--- src/rtl/frame_scheduler.sv ---
// Frame-level sequencer between the framegrabber, the sequentializer and the
// downstream NN. It starts each frame, counts pixels, watches for stalls and
// counts completed and dropped frames.
module frame_scheduler #(
  parameter int IN_ROWS        = 20,
  parameter int IN_COLS        = 20,
  parameter int TIMEOUT_CYCLES = 4096
) (
  input  logic        clk,
  input  logic        reset,
  input  logic        enable,
  input  logic        sof,
  output logic        seq_ap_start,
  input  logic        seq_ap_ready,
  input  logic        seq_ap_idle,
  input  logic        nn_ap_ready,
  input  logic        pix_hs,
  input  logic        clear_err,
  output logic        busy,
  output logic        frame_done,
  output logic [15:0] frame_cnt,
  output logic [15:0] drop_cnt,
  output logic        timeout_err,
  // Counter preload, used to bring the counters to their wrap and
  // saturation points without running 65k frames.
  input  logic        cnt_load_i,
  input  logic [15:0] cnt_load_frame_i,
  input  logic [15:0] cnt_load_drop_i,
  output logic [2:0]  dbg_state_o
);

  localparam int NPIX  = IN_ROWS * IN_COLS;
  localparam int PIX_W = (NPIX > 1) ? $clog2(NPIX) : 1;
  localparam int WD_W  = (TIMEOUT_CYCLES > 1) ? $clog2(TIMEOUT_CYCLES) : 1;

  localparam logic [PIX_W-1:0] PIX_LAST = PIX_W'(NPIX - 1);
  localparam logic [WD_W-1:0]  WD_LAST  = WD_W'(TIMEOUT_CYCLES - 1);

  typedef enum logic [2:0] {
    ST_IDLE  = 3'd0,
    ST_ARM   = 3'd1,
    ST_RUN   = 3'd2,
    ST_DRAIN = 3'd3,
    ST_ERR   = 3'd4
  } state_e;

  state_e            state_q, state_d;
  logic [PIX_W-1:0]  pix_q, pix_d;
  logic [WD_W-1:0]   wd_q, wd_d;
  logic [15:0]       frame_q, frame_d;
  logic [15:0]       drop_q, drop_d;

  // Handshakes: seq_ap_start is a request held high for the whole of ARM;
  // the cycle in which seq_ap_ready and nn_ap_ready are both high is the
  // acceptance, and ARM leaves at that edge. pix_hs is already a completed
  // transfer (tvalid & tready) and is only counted while in RUN.
  always_comb begin
    state_d      = state_q;
    pix_d        = pix_q;
    wd_d         = wd_q;
    frame_d      = frame_q;
    drop_d       = drop_q;
    seq_ap_start = 1'b0;
    frame_done   = 1'b0;

    unique case (state_q)
      ST_IDLE: begin
        if (sof && enable) state_d = ST_ARM;
      end
      ST_ARM: begin
        seq_ap_start = 1'b1;
        if (seq_ap_ready && nn_ap_ready) begin
          state_d = ST_RUN;
          pix_d   = '0;
          wd_d    = '0;
        end
      end
      ST_RUN: begin
        // A handshake in the last watchdog cycle wins over the timeout.
        if (pix_hs) begin
          wd_d = '0;
          if (pix_q == PIX_LAST) begin
            pix_d   = '0;
            state_d = ST_DRAIN;
          end else begin
            pix_d = pix_q + PIX_W'(1);
          end
        end else if (wd_q == WD_LAST) begin
          state_d = ST_ERR;
        end else begin
          wd_d = wd_q + WD_W'(1);
        end
      end
      ST_DRAIN: begin
        if (seq_ap_idle) begin
          frame_done = 1'b1;
          frame_d    = frame_q + 16'd1;
          state_d    = ST_IDLE;
        end
      end
      ST_ERR: begin
        if (clear_err) state_d = ST_IDLE;
      end
      default: state_d = ST_IDLE;
    endcase

    if (sof && !(state_q == ST_IDLE && enable) && (drop_q != 16'hFFFF)) begin
      drop_d = drop_q + 16'd1;
    end

    if (cnt_load_i) begin
      frame_d = cnt_load_frame_i;
      drop_d  = cnt_load_drop_i;
    end
  end

  always_ff @(posedge clk) begin
    if (reset) begin
      state_q <= ST_IDLE;
      pix_q   <= '0;
      wd_q    <= '0;
      frame_q <= '0;
      drop_q  <= '0;
    end else begin
      state_q <= state_d;
      pix_q   <= pix_d;
      wd_q    <= wd_d;
      frame_q <= frame_d;
      drop_q  <= drop_d;
    end
  end

  assign busy        = (state_q != ST_IDLE);
  assign timeout_err = (state_q == ST_ERR);
  assign frame_cnt   = frame_q;
  assign drop_cnt    = drop_q;
  assign dbg_state_o = state_q;

endmodule

--- config.mk ---
export PLATFORM = sky130hd
export DESIGN_NAME = frame_scheduler
export DESIGN_NICKNAME = d
export VERILOG_FILES = /design/src/rtl/frame_scheduler.sv
export SDC_FILE = /design/constraint.sdc
export NUM_CORES = 1
export LEC_CHECK = 0
export CORE_MARGIN = 5
export CORE_UTILIZATION = 50
export DETAILED_ROUTE_END_ITERATION = 8
export GPL_TIMING_DRIVEN = 0
export PLACE_DENSITY = 0.86
export RECOVER_POWER = 50
export SLEW_MARGIN = 10
export SYNTH_ARGS = -nofsm -noshare
export SYNTH_HDL_FRONTEND = slang
export SYNTH_SLANG_ARGS = --single-unit
--- constraint.sdc ---
create_clock -name clk -period 3.04 [get_ports clk]
set_input_delay 0.304 -clock clk [delete_from_list [all_inputs] [get_ports clk]]
set_output_delay 0.304 -clock clk [all_outputs]
set_load 0.05 [all_outputs]
==> results.txt <==
Clk root buf: clkbuf_8
Port Buffers: 80
Final antenna-violating net count: 0
# IOs: 81
Syn nets: 457
Share of power burned in registers: 49.9%
CP Cell Sequence: clkbuf_1 -> nand4b_1 -> clkinv_1 -> clkdlybuf4s50_1
P_int: 1.11 mW
Gr usage total: 23.4%
Critical Path RT: 2.74 ns
Worst slew pin tran: 0.963 ns
Area leader, netlist: dfxtp_1
Leak: 1.46 nW
Core Footprint: 6390 um^2
Clock-pin slew on the worst setup and hold paths: 0.09 ns
Async set-reset flop share out of synthesis: 0%
Routability Congestion: 0.954
Row count: 29
Final slew viol count: 0
Cells after Synth: 411
Synth top area cells: dfxtp_1 34%, a311oi_1 4.3%, nor2_1 4.2%
Slew Limit Headroom: 35.3%
Later-pin clock latency in the skew report: 0.31 ns
Inserted Diodes: 0
Die Area: 8300 um^2
Final HPWL DP: 7.47 mm
Final TNS setup: 0 ns
Largest net degree at the start of global routing: 16
First-pass GRT wire length: 16.5 mm
Net Sw Frac: 31.6%
Endpoint kind of the worst setup timing path: output pin
Status: completed
Initial Util: 51.5%
Part of the Yosys area used for sequential elements: 34.1%
Number of global-route vias before repair: 3432
Hold Violations, Final: 0
Pwr Total: 1.62 mW
CTS tree: built
Die Ht: 91.1 um
Maxcap violations: 0
Clock sinks: 56
CTS Buffer Depth: 2
Setup Buffers After CTS: 0
Antenna violations before repair: 0
Hold Crit Class: register to register
FF+latch count, synth: 56
Post-Syn Area: 3290 um^2
# DRC: 0
Avg Cell Area, Syn: 8.01 um^2
Layout area overhead: 30.0%
P_sw: 512 uW
Routed via count: 3769
RSZ-0062 raised after global routing: no
Clock share of power: 27.4%
Critical path arrival: 2.31 ns
Die width: 91.1 um
Synth Flop Type: dfxtp_1
Finish-stage setup viols: 0
Total grt overflow: 0
CP peak stage delay: 0.84 ns
Num CTS Buffers: 5
Critical Path Start Type: register
Total Routed Length: 10.2 mm
Share of cells above drive strength 1: 3.61%
Min Tclk post-route: 2.61 ns
Final worst path period share: 85.8%
Post-synth EDFFs: 0
DRT Pass-1 Iters: 5
Drt wl/cell: 17.7 um
Detailed Route Iter0 Violations: 368
Synth warn: 0
Area share of the largest cell type after synthesis: 34.1%
Pwr per Cell Area: 379 nW/um^2
Comb power frac: 22.7%
Setup Skew: 0.0109 ns
# hold bufs at CTS: 0
Vias per cell: 6.55
Max FO, Critical Path: 10
Peak supply drop: 0.242 mV
Critical Setup Path Class: register to output pin
Number of distinct library cells after synthesis: 56
Final #Nets: 544
Maximum clock rate: 383 MHz
CTS H-tree depth: 2
Cts repair resizes: 0
Max stage delay cell, worst path: clkdlybuf4s50_1
[Yosys cell counts (all sizes together) (9+ instances only)]
cell and number:
nand3 19, a21oi 15, inv 15, and3 10, o31ai 9, nor3 15
a311oi 16, dfxtp 56, nand2 31, nand4 17, nor2 37, clkbuf 15
a211oi 10, or4 12, o21ai 22
[power by group through the flow]
stage | clock, mW | sequential, mW | combinational, mW
after floorplan | 0 | 0.923 | 0.114
after global placement | 0 | 0.824 | 0.371
after detailed placement | 0 | 0.826 | 0.376
after CTS | 0.442 | 0.809 | 0.378
after global routing | 0.476 | 0.815 | 0.389
final | 0.445 | 0.809 | 0.367
[cells by family after synthesis]
family / count (synthesis) / share of synthesized area, %
XOR/XNOR: 8 / 2.13
AND/OR/NAND/NOR: 190 / 32.6
flip-flops: 56 / 34.1
buffers and inverters: 40 / 4.83
AO/OA/AOI/OAI: 112 / 24.5
multiplexers: 1 / 0.304
adder cells (fa/ha/maj): 4 / 1.52
[registers in the layout, indices dropped and copies added (netlist names)]
register	flops
dbg_state_o	3
drop_cnt	16
frame_cnt	16
pix_q	9
wd_q	12
[cells in the final DEF (no fill, tap or decap), types with 5 or more instances in the layout]
| cell type | n |
|---|---|
| clkbuf_1 | 16 |
| nand2_1 | 31 |
| o31ai_1 | 9 |
| dfxtp_1 | 56 |
| nor4b_1 | 5 |
| nand4_1 | 17 |
| a2111oi_0 | 6 |
| or3_1 | 6 |
| a311oi_1 | 16 |
| nor4_1 | 6 |
| nor2_1 | 37 |
| nor3_1 | 15 |
| xnor2_1 | 6 |
| or4_1 | 12 |
| clkbuf_8 | 7 |
| and3_1 | 10 |
| nand3_1 | 19 |
| a21oi_1 | 15 |
| clkdlybuf4s50_1 | 45 |
| and4_1 | 7 |
| a211oi_1 | 10 |
| o21ai_0 | 19 |
| dlygate4sd3_1 | 35 |
| buf_2 | 6 |
| inv_1 | 15 |
[routing by layer]
metal,GRT usage (%),wire length (um)
met5,0,0
met4,6.72,152
met3,4.21,738
met2,39.8,4970
met1,30.2,4310
[per-stage QoR]
| step | util, % | instances | setup WS (ns) | hold slack, ns | area (um^2) |
|---|---|---|---|---|---|
| final | 67.0 | 575 | 0.431 | 0.496 | 4280 |
| after global routing | 67.0 | 575 | 0.227 | 0.521 | 4280 |
| after CTS | 67.1 | 575 | 0.512 | 0.495 | 4280 |
| after detailed placement | 65.6 | 568 | 0.335 | 0.481 | 4190 |
| after global placement | 65.6 | 568 | 0.375 | 0.464 | 4190 |
| after floorplan | - | 411 | 0.474 | 0.415 | 3290 |
[worst max-delay path: cells and delay by family (launching register included)]
family	cells	cell delay, ns
AND/OR/NAND/NOR	1	0.26
buffers and inverters	3	1.36
flip-flops	1	0.37
[worst paths after layout]
check / cells past startpoint / to / slack [ns] / start
setup / recovery: 4 / frame_done / 0.43 / dbg_state_o[0]
hold / removal: 2 / pix_q[8] / 0.50 / pix_q[8]
setup reg to reg: 5 / frame_cnt[13] / 0.50 / dbg_state_o[0]
hold reg to reg: 2 / pix_q[8] / 0.50 / pix_q[8]
[layout make-up]
cell class | count | area, um^2
sequential | 56 | 1120
timing repair buffer | 80 | 801
tap | 77 | 96.3
clock buffer | 7 | 96.3
multi-input combinational | 315 | 2010
buffer | 22 | 90.1
inverter | 18 | 67.6
fill | 536 | 2110
Power figures use the tool's default switching activity.
